File: config.mk
export PLATFORM = sky130hd
export DESIGN_NAME = adc_stereo_deserializer_flat
export DESIGN_NICKNAME = d
export VERILOG_FILES = /design/src/rtl/adc_stereo_deserializer_if.sv /design/src/rtl/adc_stereo_deserializer.sv /design/src/flat_wrapper.sv
export SDC_FILE = /design/constraint.sdc
export NUM_CORES = 1
export LEC_CHECK = 0
export ABC_AREA = 1
export CAP_MARGIN = 20
export CORE_UTILIZATION = 30
export DETAILED_ROUTE_END_ITERATION = 6
export GPL_TIMING_DRIVEN = 0
export PLACE_DENSITY = 0.57
export SLEW_MARGIN = 20
export SYNTH_ARGS = -nofsm -noshare
export SYNTH_HDL_FRONTEND = slang
export SYNTH_SLANG_ARGS = --single-unit
File: constraint.sdc
create_clock -name BCLK -period 4.4 [get_ports BCLK]
set_clock_uncertainty 0.2 [all_clocks]
set_input_delay 1.32 -clock BCLK [delete_from_list [all_inputs] [get_ports BCLK]]
set_output_delay 1.32 -clock BCLK [all_outputs]
set_load 0.005 [all_outputs]
File: src/rtl/adc_stereo_deserializer_if.sv
// Serial ADC input (ADCDAT/ADCLRCK) and parallel stereo output bundle.
// master = deserializer side, slave = codec/consumer side.
interface adc_stereo_deserializer_if #(
  parameter int SAMPLE_W = 16
);
  logic                    ADCDAT;
  logic                    ADCLRCK;
  logic [SAMPLE_W-1:0]     LEFT_SAMPLE;
  logic [SAMPLE_W-1:0]     RIGHT_SAMPLE;
  logic [2*SAMPLE_W-1:0]   ADCDAT_PAR;
  logic                    SAMPLE_VALID;
  logic                    FRAME_ERR;

  modport master (
    input  ADCDAT, ADCLRCK,
    output LEFT_SAMPLE, RIGHT_SAMPLE, ADCDAT_PAR, SAMPLE_VALID, FRAME_ERR
  );

  modport slave (
    output ADCDAT, ADCLRCK,
    input  LEFT_SAMPLE, RIGHT_SAMPLE, ADCDAT_PAR, SAMPLE_VALID, FRAME_ERR
  );
endinterface

File: src/rtl/adc_stereo_deserializer.sv
// Serial LJ/I2S ADC stream to one parallel stereo pair per LRCK frame; ADC_DESER_FRAME_ERR_EN enables short-slot discard.
// Latency: SAMPLE_VALID one BCLK after the right-channel LSB capture edge.
// No backpressure: free-running in the BCLK domain, the consumer must take each strobe.
module adc_stereo_deserializer #(
  parameter int SAMPLE_W = 16,
  parameter bit I2S_MODE = 1'b0,
  parameter bit LEFT_LVL = 1'b1
) (
  input logic                       BCLK,
  input logic                       RESET,
  adc_stereo_deserializer_if.master bus
);
  localparam int CW = $clog2(SAMPLE_W + 1);
  localparam logic [CW-1:0] FULL      = CW'(SAMPLE_W);
  localparam logic [CW-1:0] START_CNT = I2S_MODE ? '0 : CW'(1);

  typedef enum logic [2:0] {WAIT_SYNC, SHIFT_L, IDLE_L, SHIFT_R, IDLE_R} state_t;

  state_t              state, state_n;
  logic [CW-1:0]       cnt, cnt_n, fill;
  logic [SAMPLE_W-1:0] left_sr, left_sr_n, right_sr, right_sr_n;
  logic [SAMPLE_W-1:0] left_hold, left_hold_n;
  logic [SAMPLE_W-1:0] left_shift, right_shift, start_sr;
  logic                lrck_q, done, done_n;
  logic                slot_start, left_start, right_start, short_slot;

  assign slot_start  = bus.ADCLRCK != lrck_q;
  assign left_start  = slot_start && (bus.ADCLRCK == LEFT_LVL);
  assign right_start = slot_start && (bus.ADCLRCK != LEFT_LVL);
  assign short_slot  = slot_start && (state == SHIFT_L || state == SHIFT_R);

  assign fill        = FULL - cnt;
  assign left_shift  = {left_sr[SAMPLE_W-2:0], bus.ADCDAT};
  assign right_shift = {right_sr[SAMPLE_W-2:0], bus.ADCDAT};
  // In LJ the slot-start cycle already carries the MSB; I2S skips it.
  assign start_sr    = I2S_MODE ? '0 : {{(SAMPLE_W-1){1'b0}}, bus.ADCDAT};

`ifdef ADC_DESER_FRAME_ERR_EN
  logic err_n;
`endif

  always_comb begin
    state_n     = state;
    cnt_n       = cnt;
    left_sr_n   = left_sr;
    right_sr_n  = right_sr;
    left_hold_n = left_hold;
    done_n      = 1'b0;
`ifdef ADC_DESER_FRAME_ERR_EN
    err_n       = 1'b0;
`endif
    case (state)
      SHIFT_L: if (!slot_start) begin
        left_sr_n = left_shift;
        cnt_n     = cnt + 1'b1;
        if (cnt + 1'b1 == FULL) begin
          state_n     = IDLE_L;
          left_hold_n = left_shift;
        end
      end
      SHIFT_R: if (!slot_start) begin
        right_sr_n = right_shift;
        cnt_n      = cnt + 1'b1;
        if (cnt + 1'b1 == FULL) begin
          state_n = IDLE_R;
          done_n  = 1'b1;
        end
      end
      default: ;
    endcase

    if (short_slot) begin
`ifdef ADC_DESER_FRAME_ERR_EN
      err_n = 1'b1;
`else
      // Missing LSBs become zeros and the slot counts as complete.
      if (state == SHIFT_L) begin
        left_hold_n = left_sr << fill;
      end else begin
        right_sr_n = right_sr << fill;
        done_n     = 1'b1;
      end
`endif
    end

    if (left_start) begin
      state_n   = SHIFT_L;
      cnt_n     = START_CNT;
      left_sr_n = start_sr;
    end else if (right_start && state != WAIT_SYNC) begin
      state_n    = SHIFT_R;
      cnt_n      = START_CNT;
      right_sr_n = start_sr;
`ifdef ADC_DESER_FRAME_ERR_EN
      if (short_slot) state_n = WAIT_SYNC;
`endif
    end
  end

  always_ff @(posedge BCLK) begin
    if (RESET) begin
      state            <= WAIT_SYNC;
      cnt              <= '0;
      left_sr          <= '0;
      right_sr         <= '0;
      left_hold        <= '0;
      done             <= 1'b0;
      lrck_q           <= bus.ADCLRCK;
      bus.LEFT_SAMPLE  <= '0;
      bus.RIGHT_SAMPLE <= '0;
      bus.SAMPLE_VALID <= 1'b0;
    end else begin
      state            <= state_n;
      cnt              <= cnt_n;
      left_sr          <= left_sr_n;
      right_sr         <= right_sr_n;
      left_hold        <= left_hold_n;
      done             <= done_n;
      lrck_q           <= bus.ADCLRCK;
      bus.SAMPLE_VALID <= done;
      if (done) begin
        bus.LEFT_SAMPLE  <= left_hold;
        bus.RIGHT_SAMPLE <= right_sr;
      end
    end
  end

`ifdef ADC_DESER_FRAME_ERR_EN
  always_ff @(posedge BCLK) begin
    if (RESET) bus.FRAME_ERR <= 1'b0;
    else       bus.FRAME_ERR <= err_n;
  end
`else
  assign bus.FRAME_ERR = 1'b0;
`endif

  assign bus.ADCDAT_PAR = {bus.LEFT_SAMPLE, bus.RIGHT_SAMPLE};
endmodule

File: src/flat_wrapper.sv
// flat-port wrapper written by rule: the top's interface ports become plain ports
module adc_stereo_deserializer_flat 
#(
  parameter int SAMPLE_W = 16,
  parameter bit I2S_MODE = 1'b0,
  parameter bit LEFT_LVL = 1'b1
)
  (BCLK, RESET, bus_ADCDAT, bus_ADCLRCK, bus_LEFT_SAMPLE, bus_RIGHT_SAMPLE, bus_ADCDAT_PAR, bus_SAMPLE_VALID, bus_FRAME_ERR);
  adc_stereo_deserializer_if #(.SAMPLE_W(SAMPLE_W)) bus_i ();
  input logic BCLK;
  input logic RESET;
  input wire logic [$bits(bus_i.ADCDAT)-1:0] bus_ADCDAT;
  input wire logic [$bits(bus_i.ADCLRCK)-1:0] bus_ADCLRCK;
  output wire logic [$bits(bus_i.LEFT_SAMPLE)-1:0] bus_LEFT_SAMPLE;
  output wire logic [$bits(bus_i.RIGHT_SAMPLE)-1:0] bus_RIGHT_SAMPLE;
  output wire logic [$bits(bus_i.ADCDAT_PAR)-1:0] bus_ADCDAT_PAR;
  output wire logic [$bits(bus_i.SAMPLE_VALID)-1:0] bus_SAMPLE_VALID;
  output wire logic [$bits(bus_i.FRAME_ERR)-1:0] bus_FRAME_ERR;
  assign bus_i.ADCDAT = bus_ADCDAT;
  assign bus_i.ADCLRCK = bus_ADCLRCK;
  assign bus_LEFT_SAMPLE = bus_i.LEFT_SAMPLE;
  assign bus_RIGHT_SAMPLE = bus_i.RIGHT_SAMPLE;
  assign bus_ADCDAT_PAR = bus_i.ADCDAT_PAR;
  assign bus_SAMPLE_VALID = bus_i.SAMPLE_VALID;
  assign bus_FRAME_ERR = bus_i.FRAME_ERR;
  adc_stereo_deserializer #(.SAMPLE_W(SAMPLE_W), .I2S_MODE(I2S_MODE), .LEFT_LVL(LEFT_LVL)) u_core (.BCLK(BCLK), .RESET(RESET), .bus(bus_i));
endmodule
==> qor.txt, run 1 <==
vias in the first global route = 4645
CORE AREA = 16800 sq um
Die X = 134 um
CTS tree = done
Post-CTS Hold Fix Bufs = 0
std cell rows = 47
Max clock buf depth = 2
Post-Syn Nets = 801
Post-DRT Antenna Nets = 0
achievable clock frequency = 289 MHz
Worst Setup Slack, final = 0.940 ns
placer congestion estimate = 0.912
layout cells sized above 1 = 10.5%
Initial Util = 31.1%
post-synthesis async set-or-reset flop share = 0%
chip height = 134 um
hold path depth = 2
critical path class = in2reg
critical path required time = 4.47 ns
period utilization = 78.6%
Nets = 880
Reg-to-Reg Start = u_core.cnt[0]
Max rail drop VDD = 0.180 mV
Mapped Area = 5230 sq um
Reg clk slew, reported paths = 0.06 ns
router iterations before antenna repair = 5
Routed WL per cell = 15.0 um
Antenna diodes = 0
Post-Route Utilization = 38.5%
Area Overhead vs Synth = 23.8%
Num Clock Sinks = 91
all-layer global routing usage = 18.7%
sequential area share after synthesis = 34.8%
Syn Inst Count = 793
commonest non-fill, non-tap cell in the layout = nand2_1
Initial DRC Count = 495
Seq cells post-synth = 91
Fin. Hold Viols = 0
FF-to-FF path depth = 11
yosys warns = 0
R2R setup slack = 1.48 ns
# DRC = 0
pre-CTS setup slack = 0.590 ns
outcome = complete, no violations
worst r2r dst = u_core.left_hold[9]
Detailed Route WL = 16.4 mm
most frequent cells in the layout = 212 x nand2_1, 111 x nand3_1, 91 x dfxtp_1, 68 x clkdlybuf4s50_1, 67 x a21oi_1
Clk Latency, worst-skew pair = 0.35 ns
leak pwr = 2.74 nW
root cell of the clock tree = clkbuf_16
H-tree depth = 3
DR vias = 5280
MaxCap Viol Count = 0
pin count of the biggest net entering global routing = 15
Worst EP arrival = 3.53 ns
post_cts resized = 0
CTS Buf Count = 9
Worst-Margin Slew = 0.691 ns
min Tclk post-route = 3.46 ns
Slew headroom = 53.9%
die area = 18000 sq um
Worst Path Max Fanout = 10
setup_tns = 0 ns
num ports = 70
detailed placement HPWL = 12.5 mm
worst hold path class = reg2reg
pwr dens = 316 nW/um^2
initial antenna violation count = 0
Vias per Instance = 4.81
CP endpoint kind = flip-flop
# port buffers = 68
total grt overflow = 0
pins over their slew limit = 0
Synth Flop Type = dfxtp_1
first-pass GRT wire length = 25.9 mm
WHS Endpoint = u_core.bus.LEFT_SAMPLE[12]
min-delay src = u_core.left_hold[12]
Post-CTS Setup Bufs = 0
RSZ-0062 raised after global routing = false
Final setup viols = 0
library cells used by synthesis = 32
EDFF count, synth = 0
CP startpoint kind = input port
Avg Cell Area, Syn = 6.60 sq um
==> layer usage <==
metal | track usage (%) | wire (um) | vias up
li1 | - | - | 2749
met1 | 28.0 | 8280 | 2330
met2 | 26.9 | 6820 | 180
met3 | 2.38 | 977 | 21
met4 | 6.87 | 327 | 0
met5 | 0 | 0 | -
==> layout make-up <==
class	instances	area [sq um]
multi-input combinational	555	2680
tap	220	275
sequential	91	1820
inverter	70	265
timing repair buffer	68	681
clock inverter	3	21.3
buffer	77	470
clock buffer	13	270
fill	1806	10300
==> sequential cells by signal (all words and copies together), names as in the netlist, 3 cells and up <==
| signal | flops |
|---|---|
| u_core.bus.LEFT_SAMPLE | 16 |
| u_core.bus.RIGHT_SAMPLE | 16 |
| u_core.cnt | 5 |
| u_core.left_hold | 16 |
| u_core.left_sr | 16 |
| u_core.right_sr | 16 |
| u_core.state | 3 |
==> power by group <==
| part | total, mW | switching (mW) | internal [mW] | leakage, nW |
|---|---|---|---|---|
| logic | 0.433 | 0.301 | 0.132 | 1.86 |
| clock network | 0.756 | 0.326 | 0.430 | 0.142 |
| registers | 0.858 | 0.0175 | 0.841 | 0.736 |
==> cell families (layout without fill, tap and decap cells) <==
logic type | count (synthesis) | in the layout | synth area share, %
buffers and inverters | 147 | 231 | 14.1
other | 1 | 1 | 0.0717
flip-flops | 91 | 91 | 34.8
AND/OR/NAND/NOR | 393 | 393 | 33.2
XOR/XNOR | 2 | 2 | 0.478
AO/OA/AOI/OAI | 155 | 155 | 16.5
adder cells (fa/ha/maj) | 4 | 4 | 0.956
==> worst max path at each step <==
stage                startpoint              endpoint  depth (start not counted)
finish              bus_ADCLRCK   u_core.left_hold[6]                         10
global route        bus_ADCLRCK  u_core.left_hold[10]                         11
CTS                 bus_ADCLRCK  u_core.left_hold[10]                         11
detailed placement  bus_ADCLRCK  u_core.left_hold[10]                         11
global placement    bus_ADCLRCK  u_core.left_hold[10]                         11
floorplan           bus_ADCLRCK  u_core.left_hold[10]                         10
==> cells in the mapped netlist, types with 4 or more instances <==
master    number  area share (%)
nand3_1      111              11
nor2_2         4            0.48
ha_1           4            0.96
dfxtp_1       91              35
o211ai_1      12             1.7
a21oi_1       67             6.4
buf_4         38             5.5
inv_1         64             4.6
nand2_1      212              15
a22oi_1       14             2.0
nor2_4         4            0.86
nand4_1        5            0.60
buf_2         13             1.2
a211oi_1       7             1.0
inv_2          5            0.36
nor2_1        45             3.2
clkbuf_1      21             1.5
o21ai_0       52             5.0
==> worst max-delay path: stages <==
cell	delay [ns]
clkdlybuf4s50_1	0.51
inv_1	0.08
ha_1	0.43
inv_1	0.16
nor2_4	0.20
nand4_4	0.24
buf_2	0.29
nand2_1	0.08
nand3_1	0.06
a21oi_1	0.15
==> stage by stage <==
| stage | instance area (sq um) | power, mW | hold slack (ns) | cells |
|---|---|---|---|---|
| after floorplan | 5230 | 1.18 | 0.234 | 793 |
| after global placement | 6190 | 1.30 | 0.251 | 1081 |
| after detailed placement | 6190 | 1.30 | 0.256 | 1081 |
| after CTS | 6480 | 2.05 | 0.268 | 1097 |
| after global routing | 6480 | 2.14 | 0.283 | 1097 |
| final | 6480 | 2.05 | 0.265 | 1097 |
Note: power is estimated with default switching activity, not from simulation.
==> run 2, diff against run 1 <==
==> constraint.sdc (replaced) <==
create_clock -name BCLK -period 3.3 [get_ports BCLK]
set_clock_uncertainty 0.2 [all_clocks]
set_input_delay 0.99 -clock BCLK [delete_from_list [all_inputs] [get_ports BCLK]]
set_output_delay 0.99 -clock BCLK [all_outputs]
set_load 0.005 [all_outputs]
==> run 2 against run 1 <==
  * Die area stayed put
  * Via count is 0.25% lower
  * Worst setup slack worse by 0.70 ns
  * Final area about the same
  * Register-to-register slack lost 1.1 ns
  * Global-route usage is the same
  * Critical path type unchanged
==> qor.txt, run 2 (synthesis results as in run 1) <==
Num Clock Sinks = 91 (unchanged)
period utilization = 92.7%
critical path required time = 3.37 ns (was 4.47 ns)
CP endpoint kind = flip-flop (unchanged)
pins over their slew limit = 0 (unchanged)
Post-CTS Setup Bufs = 0 (unchanged)
placer congestion estimate = 0.912 (unchanged)
Max rail drop VDD = 0.239 mV (was 0.180 mV)
pre-CTS setup slack = -0.180 ns (was 0.590 ns)
outcome = complete, no violations (unchanged)
Initial DRC Count = 486 (was 495)
largest stage delay on the critical path = 0.51 ns (about the same)
chip height = 134 um (unchanged)
post_cts resized = 0 (unchanged)
total grt overflow = 0 (unchanged)
die area = 18000 sq um (unchanged)
Buf/Inv on CP = 4 (unchanged)
std cell rows = 47 (unchanged)
most frequent cells in the layout = 212 x nand2_1, 111 x nand3_1, 91 x dfxtp_1, 68 x clkdlybuf4s50_1, 67 x a21oi_1 (unchanged)
layout cells sized above 1 = 10.6% (was 10.5%)
Die X = 134 um (unchanged)
DR vias = 5267 (was 5280)
Worst-Margin Slew = 0.686 ns (was 0.691 ns)
FF-to-FF path depth = 11 (unchanged)
min Tclk post-route = 3.06 ns
Fin. Hold Viols = 0 (unchanged)
router iterations before antenna repair = 5 (unchanged)
crit-path most repeated cell = inv_1 (unchanged)
Top Family by Delay on Critical Path = buffers and inverters (unchanged)
all-layer global routing usage = 18.7% (unchanged)
detailed placement HPWL = 12.5 mm (unchanged)
placed instance count = 1081 (unchanged)
# port buffers = 68 (unchanged)
final cell count without fillers = 1097 (unchanged)
Final setup viols = 0 (unchanged)
RSZ-0062 raised after global routing = false (unchanged)
first-pass GRT wire length = 25.9 mm (unchanged)
Post-DRT Antenna Nets = 0 (unchanged)
hold_ws = 0.265 ns (about the same)
worst hold path class = reg2reg (unchanged)
Post-CTS Hold Fix Bufs = 0 (unchanged)
Vias per Instance = 4.80 (was 4.81)
Initial Util = 31.1% (unchanged)
commonest non-fill, non-tap cell in the layout = nand2_1 (unchanged)
Antenna diodes = 0 (unchanged)
initial antenna violation count = 0 (unchanged)
Worst Setup Slack, final = 0.242 ns (was 0.940 ns)
pwr dens = 421 nW/um^2 (was 316 nW/um^2)
CP startpoint kind = input port (unchanged)
hold path depth = 2 (unchanged)
achievable clock frequency = 327 MHz
Nets = 880 (unchanged)
Clk Latency, worst-skew pair = 0.35 ns (about the same)
root cell of the clock tree = clkbuf_16 (unchanged)
num ports = 70 (unchanged)
MaxCap Viol Count = 0 (unchanged)
Worst Path Max Fanout = 10 (unchanged)
CORE AREA = 16800 sq um (unchanged)
# DRC = 0 (unchanged)
Worst EP arrival = 3.13 ns (was 3.53 ns)
CTS Buf Count = 9 (unchanged)
Max clock buf depth = 2 (unchanged)
leak pwr = 2.73 nW (was 2.74 nW)
critical path class = in2reg (unchanged)
CTS tree = done (unchanged)
Critical-path top delay cell = clkdlybuf4s50_1 (unchanged)
Reg clk slew, reported paths = 0.06 ns (about the same)
Area Overhead vs Synth = 23.9% (was 23.8%)
vias in the first global route = 4645 (unchanged)
setup_tns = 0 ns (unchanged)
worst-path cell chain = clkdlybuf4s50_1 > inv_1 > ha_2 > inv_1 > nor2_4 > nand4_4 > buf_2 > nand2_1 > nand3_1 > a21oi_1 (was clkdlybuf4s50_1 > inv_1 > ha_1 > inv_1 > nor2_4 > nand4_4 > buf_2 > nand2_1 > nand3_1 > a21oi_1)
pin count of the biggest net entering global routing = 15 (unchanged)
H-tree depth = 3 (unchanged)
Detailed Route WL = 16.4 mm (about the same)
Levels on crit path = 10 (unchanged)
Routed WL per cell = 14.9 um (was 15.0 um)
Slew headroom = 54.3% (was 53.9%)
run 2: cell counts in the layout (fill, tap and decap cells not counted):
Identical to the previous run, type by type.
run 2: worst reg2reg max path: stages (launching register included):
cell,delay (ns)
dfxtp_1,0.35
inv_2,0.20
buf_2,0.33
ha_1,0.37
inv_1,0.14
clkbuf_1,0.54
nand2_1,0.16
nor2_1,0.16
nand2_1,0.07
nand2_1,0.07
nand2_1,0.09
a21oi_1,0.18
run 2: layer usage:
layer | vias to the layer above | track usage [%] | share of wire [%]
li1 | 2750 | - | -
met1 | 2310 | 28.0 | 50
met5 | - | 0 | 0
met3 | 19 | 2.38 | 6.5
met2 | 188 | 26.9 | 42
met4 | 0 | 6.87 | 2.0
run 2: layout make-up:
class / instances / area [sq um]
fillers: 1808 / 10300
inverters: 70 / 265
clock inverters: 3 / 21.3
repair buffers: 68 / 681
multi-input cells: 555 / 2680
clock buffers: 13 / 270
plain buffers: 77 / 470
well taps: 220 / 275
flip-flops and latches: 91 / 1820
run 2: final timing paths:
check             slack, ns                  from                    endpoint
setup / recovery       0.24           bus_ADCLRCK         u_core.left_hold[6]
hold / removal         0.27  u_core.left_hold[12]  u_core.bus.LEFT_SAMPLE[12]
setup reg to reg       0.38         u_core.cnt[0]         u_core.left_hold[9]
hold reg to reg        0.27  u_core.left_hold[12]  u_core.bus.LEFT_SAMPLE[12]
run 2: power by group:
group / internal (mW) / switching [mW]
sequential: 1.12 / 0.0237
combinational: 0.176 / 0.400
clock: 0.573 / 0.434
run 2: stage by stage:
| step | utilization [%] | instance area (sq um) | power [mW] |
|---|---|---|---|
| floorplan | - | 5230 | 1.57 |
| global placement | 36.8 | 6190 | 1.74 |
| detailed placement | 36.8 | 6190 | 1.73 |
| CTS | 38.5 | 6480 | 2.74 |
| global route | 38.6 | 6480 | 2.85 |
| finish | 38.6 | 6480 | 2.73 |
==> run 3, diff against run 2 <==
--- a/config.mk
+++ b/config.mk
@@ -5,7 +5,6 @@
 export SDC_FILE = /design/constraint.sdc
 export NUM_CORES = 1
 export LEC_CHECK = 0
-export ABC_AREA = 1
 export CAP_MARGIN = 20
 export CORE_UTILIZATION = 30
 export DETAILED_ROUTE_END_ITERATION = 6
==> run 3 against run 2 <==
  * Utilization grew 0.54 points
  * Die area up 2.0%
  * Power fell by 5.5%
  * Routed wire length shrank 3.0%
  * Synthesized cell count fell by 20%
  * Non-clock buffer count is 10 higher
  * Area after synthesis is 2.0% higher
  * Critical path type unchanged
  * Highest routed layer unchanged
==> qor.txt, run 3 <==
Detailed Route WL = 15.9 mm (was 16.4 mm)
Top Family by Delay on Critical Path = simple AND/OR/NAND/NOR gates (was buffers and inverters)
post-synthesis async set-or-reset flop share = 0% (unchanged)
EDFF count, synth = 0 (unchanged)
DP Area = 6300 sq um (was 6190 sq um)
Mapped Area = 5340 sq um (was 5230 sq um)
Max rail drop VDD = 0.219 mV (was 0.239 mV)
CTS tree = done (unchanged)
std cell rows = 48 (was 47)
Worst EP arrival = 3.28 ns (was 3.13 ns)
placer congestion estimate = 0.928 (was 0.912)
footprint of the multi-input gates = 3120 sq um (was 2680 sq um)
CP endpoint kind = flip-flop (unchanged)
Final setup viols = 0 (unchanged)
CP startpoint kind = input port (unchanged)
Num Clock Sinks = 91 (unchanged)
num ports = 70 (unchanged)
cell area after layout = 6780 sq um (was 6480 sq um)
initial antenna violation count = 0 (unchanged)
Antenna diodes = 0 (unchanged)
total grt overflow = 0 (unchanged)
Final Power = 2.58 mW (was 2.73 mW)
die area = 18300 sq um (was 18000 sq um)
FILL cells = 1758 (was 1808)
# DRC = 0 (unchanged)
synth cell count leaders = 91 x dfxtp_1, 69 x nand2_1, 66 x nor2_1, 64 x mux2i_1, 45 x a21oi_1 (was 212 x nand2_1, 111 x nand3_1, 91 x dfxtp_1, 67 x a21oi_1, 64 x inv_1)
commonest non-fill, non-tap cell in the layout = dfxtp_1 (was nand2_1)
Max clock buf depth = 2 (unchanged)
largest stage delay on the critical path = 0.65 ns (was 0.51 ns)
Synth Flop Type = dfxtp_1 (unchanged)
pin count of the biggest net entering global routing = 16 (was 15)
Syn Inst Count = 632 (was 793)
Initial DRC Count = 375 (was 486)
worst hold path class = reg2reg (unchanged)
Initial Util = 30.8% (was 31.1%)
Area Overhead vs Synth = 27.0% (was 23.9%)
outcome = complete, no violations (unchanged)
post-synth top area share = 34.1% (was 34.8%)
# port buffers = 68 (unchanged)
yosys warns = 0 (unchanged)
Reg area = 1820 sq um (unchanged)
Slew headroom = 36.2% (was 54.3%)
leak pwr = 2.38 nW (was 2.73 nW)
Critical-path top delay cell = or4b_4 (was clkdlybuf4s50_1)
min Tclk post-route = 3.21 ns (was 3.06 ns)
Post-Syn Nets = 640 (was 801)
Seq cells post-synth = 91 (unchanged)
Post-CTS Hold Fix Bufs = 0 (unchanged)
pwr dens = 380 nW/um^2 (was 421 nW/um^2)
Routed WL per cell = 16.8 um (was 14.9 um)
DR vias = 4836 (was 5267)
Worst Path Max Fanout = 14 (was 10)
detailed placement HPWL = 11.8 mm (was 12.5 mm)
post-synth top area cell = dfxtp_1 (unchanged)
Die X = 135 um (was 134 um)
Nets = 723 (was 880)
pins over their slew limit = 0 (unchanged)
CTS Buf Count = 9 (unchanged)
hold_ws = 0.273 ns (was 0.265 ns)
all-layer global routing usage = 18.1% (was 18.7%)
Fin. Hold Viols = 0 (unchanged)
Reg clk slew, reported paths = 0.07 ns (was 0.06 ns)
achievable clock frequency = 311 MHz (was 327 MHz)
largest cells by area after synthesis = dfxtp_1 34%, mux2i_1 12%, buf_4 5.2% (was dfxtp_1 35%, nand2_1 15%, nand3_1 11%)
library cells used by synthesis = 60 (was 32)
Clk Latency, worst-skew pair = 0.35 ns (about the same)
worst-path cell chain = clkdlybuf4s50_1 > inv_1 > ha_2 > or4b_4 > nor4b_4 > nand2_1 > a31oi_2 (was clkdlybuf4s50_1 > inv_1 > ha_2 > inv_1 > nor2_4 > nand4_4 > buf_2 > nand2_1 > nand3_1 > a21oi_1)
top-count cell post-synth = dfxtp_1 (was nand2_1)
Worst-Margin Slew = 0.948 ns (was 0.686 ns)
MaxCap Viol Count = 0 (unchanged)
vias in the first global route = 4491 (was 4645)
critical path required time = 3.37 ns (about the same)
root cell of the clock tree = clkbuf_16 (unchanged)
most frequent cells in the layout = 91 x dfxtp_1, 69 x nand2_1, 68 x clkdlybuf4s50_1, 63 x mux2i_1, 63 x nor2_1 (was 212 x nand2_1, 111 x nand3_1, 91 x dfxtp_1, 68 x clkdlybuf4s50_1, 67 x a21oi_1)
Buf/Inv on CP = 2 (was 4)
CORE AREA = 17400 sq um (was 16800 sq um)
Worst Setup Slack, final = 0.0893 ns (was 0.242 ns)
first-pass GRT wire length = 25.3 mm (was 25.9 mm)
H-tree depth = 3 (unchanged)
layout cells sized above 1 = 17.9% (was 10.6%)
sequential area share after synthesis = 34.1% (was 34.8%)
chip height = 135 um (was 134 um)
Avg Cell Area, Syn = 8.45 sq um (was 6.60 sq um)
setup_tns = 0 ns (unchanged)
critical path class = in2reg (unchanged)
period utilization = 97.3% (was 92.7%)
router iterations before antenna repair = 5 (unchanged)
pre-CTS setup slack = -0.787 ns (was -0.180 ns)
Vias per Instance = 5.12 (was 4.80)
Post-DRT Antenna Nets = 0 (unchanged)
[run 3: area by class of cell]
| type | count | area share (%) |
|---|---|---|
| multi-input combinational | 452 | 46.0 |
| sequential | 91 | 26.9 |
| timing repair buffer | 73 | 10.6 |
| buffer | 82 | 7.40 |
| tap | 225 | 4.15 |
| clock buffer | 10 | 3.38 |
| clock inverter | 6 | 1.31 |
| inverter | 6 | 0.350 |
[run 3: path summary, 6_finish.rpt]
check / startpoint / end / slack [ns] / depth (start not counted)
worst max-delay path: bus_ADCLRCK / u_core.left_hold[8] / 0.09 / 7
worst min-delay path: u_core.left_sr[15] / u_core.left_sr[15] / 0.27 / 2
worst max register to register: u_core.cnt[0] / u_core.left_hold[15] / 0.15 / 9
worst min register to register: u_core.left_sr[15] / u_core.left_sr[15] / 0.27 / 2
[run 3: cell families (layout without fill, tap and decap cells)]
family,count (synthesis),count (layout),synth area share [%]
mux,94,94,19.9
other cells,1,1,0.0702
buf+inv,89,177,9.33
fa+ha+maj,4,4,0.937
xor+xnor,7,7,1.50
compound gates,134,134,15.3
flops,91,91,34.1
simple gates,212,212,18.8
[run 3: worst register-to-register path, stage by stage, from the launching register on]
cell,delay (ns)
dfxtp_1,0.35
buf_6,0.15
clkinv_2,0.16
buf_2,0.26
ha_2,0.41
buf_6,0.19
mux2_2,0.38
mux4_2,0.52
a221oi_2,0.31
a311oi_1,0.09
[run 3: layer usage]
layer  vias to the layer above  share of wire [%]  GRT usage (%)
li1                       2385                  -              -
met1                      2288                 49           25.5
met2                       143                 44           27.2
met3                        20                5.6           3.48
met4                         0                1.9           6.49
met5                         -                  0              0
[run 3: repair_timing]
item	in CTS	in global routing
setup endpoints to repair	30	28
setup buffers	4	1
pin swaps	0	0
resized for setup	17	22
[run 3: where the power goes]
part | switching, mW | total (mW) | internal, mW
sequential | 0.00704 | 1.11 | 1.10
clock | 0.439 | 1.10 | 0.665
combinational | 0.229 | 0.360 | 0.131
[run 3: stage by stage]
step                utilization [%]  cells
finish                         39.1    945
global route                   39.1    945
CTS                            38.6    944
detailed placement             36.3    925
global placement               36.3    925
floorplan                         -    632
